<file path="config.mk">
export PLATFORM = sky130hd
export DESIGN_NAME = imm_gen_pipe
export DESIGN_NICKNAME = d
export VERILOG_FILES = /design/src/rtl/imm_gen_pipe.sv
export SDC_FILE = /design/constraint.sdc
export NUM_CORES = 1
export LEC_CHECK = 0
export ABC_AREA = 1
export CORE_MARGIN = 2
export CORE_UTILIZATION = 45
export CTS_CLUSTER_SIZE = 30
export DETAILED_ROUTE_END_ITERATION = 8
export DONT_BUFFER_PORTS = 1
export PLACE_DENSITY = 0.69
export SLEW_MARGIN = 20
export SYNTH_ARGS = -nofsm -noshare
export SYNTH_HDL_FRONTEND = slang
export SYNTH_SLANG_ARGS = --single-unit
</file>
<file path="constraint.sdc">
create_clock -name clk_i -period 1.5 [get_ports clk_i]
set_input_delay 0.225 -clock clk_i [delete_from_list [all_inputs] [get_ports clk_i]]
set_output_delay 0.225 -clock clk_i [all_outputs]
set_load 0.03 [all_outputs]
</file>
<file path="src/rtl/imm_gen_pipe.sv">
// imm_gen_pipe: registered RV32/RV64 immediate generator with valid/ready skid buffer
module imm_gen_pipe #(
  parameter int XLEN  = 32,
  parameter int TAG_W = 8
) (
  input  logic             clk_i,
  input  logic             rst_n_i,
  input  logic             flush_i,
  input  logic             in_valid_i,
  output logic             in_ready_o,
  input  logic [24:0]      instr_31_7_i,
  input  logic [2:0]       imm_src_i,
  input  logic [TAG_W-1:0] tag_i,
  output logic             out_valid_o,
  input  logic             out_ready_i,
  output logic [XLEN-1:0]  imm_ext_o,
  output logic             illegal_o,
  output logic [TAG_W-1:0] tag_o
);
  if (XLEN != 32 && XLEN != 64) begin : g_bad_xlen
    $error("imm_gen_pipe: XLEN must be 32 or 64");
  end
  logic [24:0]      b;
  logic [31:0]      imm32;
  logic [XLEN-1:0]  imm_in;
  logic             ill_in;
  logic             acc;
  logic             skid_valid;
  logic [XLEN-1:0]  skid_imm;
  logic             skid_ill;
  logic [TAG_W-1:0] skid_tag;
  assign b = instr_31_7_i;
  always_comb begin
    imm32 = imm_src_i == 3'd0 ? {{20{b[24]}}, b[24:13]} :
            imm_src_i == 3'd1 ? {{20{b[24]}}, b[24:18], b[4:0]} :
            imm_src_i == 3'd2 ? {{19{b[24]}}, b[24], b[0], b[23:18], b[4:1], 1'b0} :
            imm_src_i == 3'd3 ? {b[24:5], 12'd0} :
            imm_src_i == 3'd4 ? {{11{b[24]}}, b[24], b[12:5], b[13], b[23:14], 1'b0} :
            imm_src_i == 3'd5 ? (XLEN == 64 ? {26'd0, b[18:13]} : {27'd0, b[17:13]}) :
            imm_src_i == 3'd6 ? {27'd0, b[12:8]} : 32'd0;
    ill_in = &imm_src_i;
    imm_in = XLEN'($signed(imm32));
    acc    = in_valid_i && in_ready_o && !flush_i;
  end
  // in_ready_o is registered as !skid_valid so out_ready_i never reaches it combinationally
  always_ff @(posedge clk_i or negedge rst_n_i) begin
    if (!rst_n_i) begin
      out_valid_o <= 1'b0;
      in_ready_o  <= 1'b1;
      imm_ext_o   <= '0;
      illegal_o   <= 1'b0;
      tag_o       <= '0;
      skid_valid  <= 1'b0;
      skid_imm    <= '0;
      skid_ill    <= 1'b0;
      skid_tag    <= '0;
    end else if (flush_i) begin
      out_valid_o <= 1'b0;
      skid_valid  <= 1'b0;
      in_ready_o  <= 1'b1;
    end else if (!out_valid_o || out_ready_i) begin
      out_valid_o <= skid_valid || acc;
      if (skid_valid) begin
        imm_ext_o <= skid_imm;
        illegal_o <= skid_ill;
        tag_o     <= skid_tag;
      end else if (acc) begin
        imm_ext_o <= imm_in;
        illegal_o <= ill_in;
        tag_o     <= tag_i;
      end
      if (acc) begin
        skid_imm <= imm_in;
        skid_ill <= ill_in;
        skid_tag <= tag_i;
      end
      skid_valid <= skid_valid && acc;
      in_ready_o <= !(skid_valid && acc);
    end else if (acc) begin
      skid_valid <= 1'b1;
      skid_imm   <= imm_in;
      skid_ill   <= ill_in;
      skid_tag   <= tag_i;
      in_ready_o <= 1'b0;
    end
  end
endmodule

</file>
==> metrics.md, run 1 <==
| Metric | Value |
|---|---|
| Outcome | `finished, violations left` |
| Failing checks | `hold timing` |
| Hold Slack | `-0.457 ns` |
| Final slew viol count | `0` |
| Synthesized cell area | `0.00415 mm²` |
| Ys async rst share | `100%` |
| Post-route minimum period | `1.38 ns` |
| Top FF cell, synth | `dfrtp_1` |
| Vias in the first global route | `3492` |
| # port buffers | `0` |
| Largest cells by area after synthesis | `dfrtp_1 51%, nand2_1 15%, nor2_1 6.8%` |
| Final setup violation count | `0` |
| Util after Layout | `50.5%` |
| Critical Path Sink Type | `flip-flop` |
| Worst skew pair latency | `0.37 ns` |
| Largest net degree at the start of global routing | `86` |
| H-tree lvl count | `3` |
| Worst-Margin Slew | `0.404 ns` |
| Max stage delay on crit path | `0.54 ns` |
| Wire per inst | `15.5 µm` |
| Starting Density | `45.6%` |
| Row cnt | `35` |
| Gp weighted congestion | `0.850` |
| Worst VDD drop | `0.000615 V` |
| Die X | `100 µm` |
| Top cell type's share of synthesized area | `50.6%` |
| CP startpoint kind | `flip-flop` |
| Buf+Inv Stages, Crit Path | `2` |
| Crit Path Max Fanout | `25` |
| First-pass GRT wire length | `17200 µm` |
| # IOs | `84` |
| Syn-to-layout area delta | `10.8%` |
| Nets | `579` |
| Setup TNS Final | `0 ns` |
| Maximum clock path buffer count | `2` |
| Leak pwr | `2.34 nW` |
| CTS Sinks | `85` |
| Overall Global Routing Usage | `21.9%` |
| CP arrival | `1.68 ns` |
| Initial DRT Pass Iterations | `5` |
| Hold_buf cts | `10` |
| N_diodes | `0` |
| Layout Skew | `0.00918 ns` |
| Cells on worst reg2reg path | `7` |
| FMAX | `723 MHz` |
| Cell family with most CP delay | `flip-flops` |
| Seq/Total Area, Yosys | `51.3%` |
| WL final | `10100 µm` |
| Critical path class | `flip-flop to flip-flop` |
| R2R Setup Slk | `0.12 ns` |
| Die outline area | `0.0100 mm²` |
| Most common cell in the synthesized netlist | `nand2_1` |
| Fin cells | `654` |
| Yosys warnings | `0` |
| Max cap viols | `0` |
| Number of clock buffers inserted by TritonCTS | `9` |
| Avg Cell Area, Syn | `7.73 µm²` |
| Vias per cell | `5.37` |
| Hold Violations, Final | `85` |
| Overflow after GRT | `0` |
| Total power | `5.91 mW` |
| Reg-to-reg critical path endpoint | `tag_o[6]` |
| Most area-hungry cell type in the Yosys netlist | `dfrtp_1` |
| Most frequent cell on the critical path | `nand2_2` |
| Reg2reg start | `in_ready_o` |
| Critical Path, Cell by Cell | `nand2_2, nand2_2, nand2_2, inv_2, buf_12, nor2_1, a31oi_1` |
| Layout cell share with drive strength beyond 1 | `10.3%` |
| Die height | `100 µm` |
| Post-Syn Instances | `537` |
| Core area | `0.00911 mm²` |
| Post-synth EDFFs | `0` |
| Initial antenna violation count | `0` |
| CP max stage cell | `dfstp_2` |
| Initial DRC count | `219` |
| Inst Count DP | `628` |
| Tightest Hold Check Type | `input pin to asynchronous set/reset pin` |
| Fin crit share | `92.2%` |
| Root buffer cell | `clkbuf_8` |
| #FFs+latches synth | `85` |
| Via count | `3514` |
| CTS tree | `built` |
| DRC | `0` |
| Worst-path clk slew | `0.09 ns` |
| DP HPWL | `6870 µm` |
| Synth cell count leaders | `164 x nand2_1, 84 x dfrtp_1, 75 x nor2_1` |
| PD cells | `1280 mW/mm²` |
| Syn Nets | `578` |
| Headroom to the max-slew limit | `72.9%` |
| Critical path required time | `1.79 ns` |
| RSZ-0062 raised after global routing | `no` |
| Post-route ant nets | `0` |
| Distinct cell type count after synthesis | `26` |
## cells by family after synthesis
kind of cell           Yosys count  share of synthesized area, %
buffers and inverters           72                          7.72
AND/OR/NAND/NOR                289                          28.7
AO/OA/AOI/OAI                   91                          12.3
flip-flops                      85                          51.3
## metrics by stage
step | area (µm²) | setup slack, ns
floorplan | 4150 | 0.0244
finish | 4600 | 0.117
detailed placement | 4290 | 0.0704
global route | 4600 | 0.0245
CTS | 4590 | 0.0327
global placement | 4290 | 0.131
## worst max path at each step
stage,start,end,slack (ns),cells after the start
after floorplan,in_ready_o,skid_imm[10],0.02,5
after global placement,in_ready_o,imm_ext_o[17],0.13,7
after detailed placement,in_ready_o,imm_ext_o[16],0.07,7
after CTS,in_ready_o,imm_ext_o[16],0.03,7
after global routing,in_ready_o,imm_ext_o[14],0.02,7
final,in_ready_o,tag_o[6],0.12,7
## placed cells by master, fill, tap and decap left out, drive strengths merged, types with 3 or more instances in the layout
cell and count:
a21oi 28, a31oi 20, buf 11, clkbuf 9, clkinv 4, dfrtp 84
dlygate4sd3 10, inv 42, nand2 170, nand3 26, nand4 4, nor2 87
o21ai 35, o22ai 3, o31ai 4
## area by class of cell
class	count	area, µm²
Inverter	41	154
Clock buffer	9	124
Tap cell	111	139
Timing Repair Buffer	21	265
Multi-Input combinational cell	380	1720
Fill cell	883	4510
Clock inverter	7	73.8
Sequential cell	85	2130
## flip-flops by register name, summed over array words and instances, names as in the netlist
register and flops:
skid_valid 1, illegal_o 1, tag_o 8, out_valid_o 1
skid_imm 32, imm_ext_o 32, skid_ill 1, skid_tag 8
in_ready_o 1
## layer usage
metal | part of all wire (%) | GRT usage (%) | vias up
met5 | 0 | 0 | -
met1 | 43 | 29.2 | 1660
li1 | - | - | 1720
met4 | 2.3 | 8.43 | 0
met2 | 45 | 33.6 | 118
met3 | 9.2 | 6.75 | 16
## timing repair
action / 4_1_cts / 5_1_grt
endpoints found under the setup margin: 0 / 12
gates resized for setup: 0 / 5
hold endpoints to repair: 102 / 85
buffers inserted: 0 / 0
## where the power goes
part           total, mW  internal, mW  switching (mW)
registers           3.41          2.69           0.720
clock network       1.65         0.774           0.871
logic              0.854         0.345           0.509
total               5.91          3.81            2.10
No activity file was read; power rests on OpenSTA's default activity.
==> inputs of run 2 (changes only) <==
- GPL_TIMING_DRIVEN: not set -> 1
==> results of run 2 <==
No change in the layout: final DEF, timing and power equal those of run 1.
==> inputs of run 3 (changes only) <==
- SLEW_MARGIN: 20 -> not set
==> results of run 3 <==
No change in the layout: final DEF, timing and power equal those of run 1.
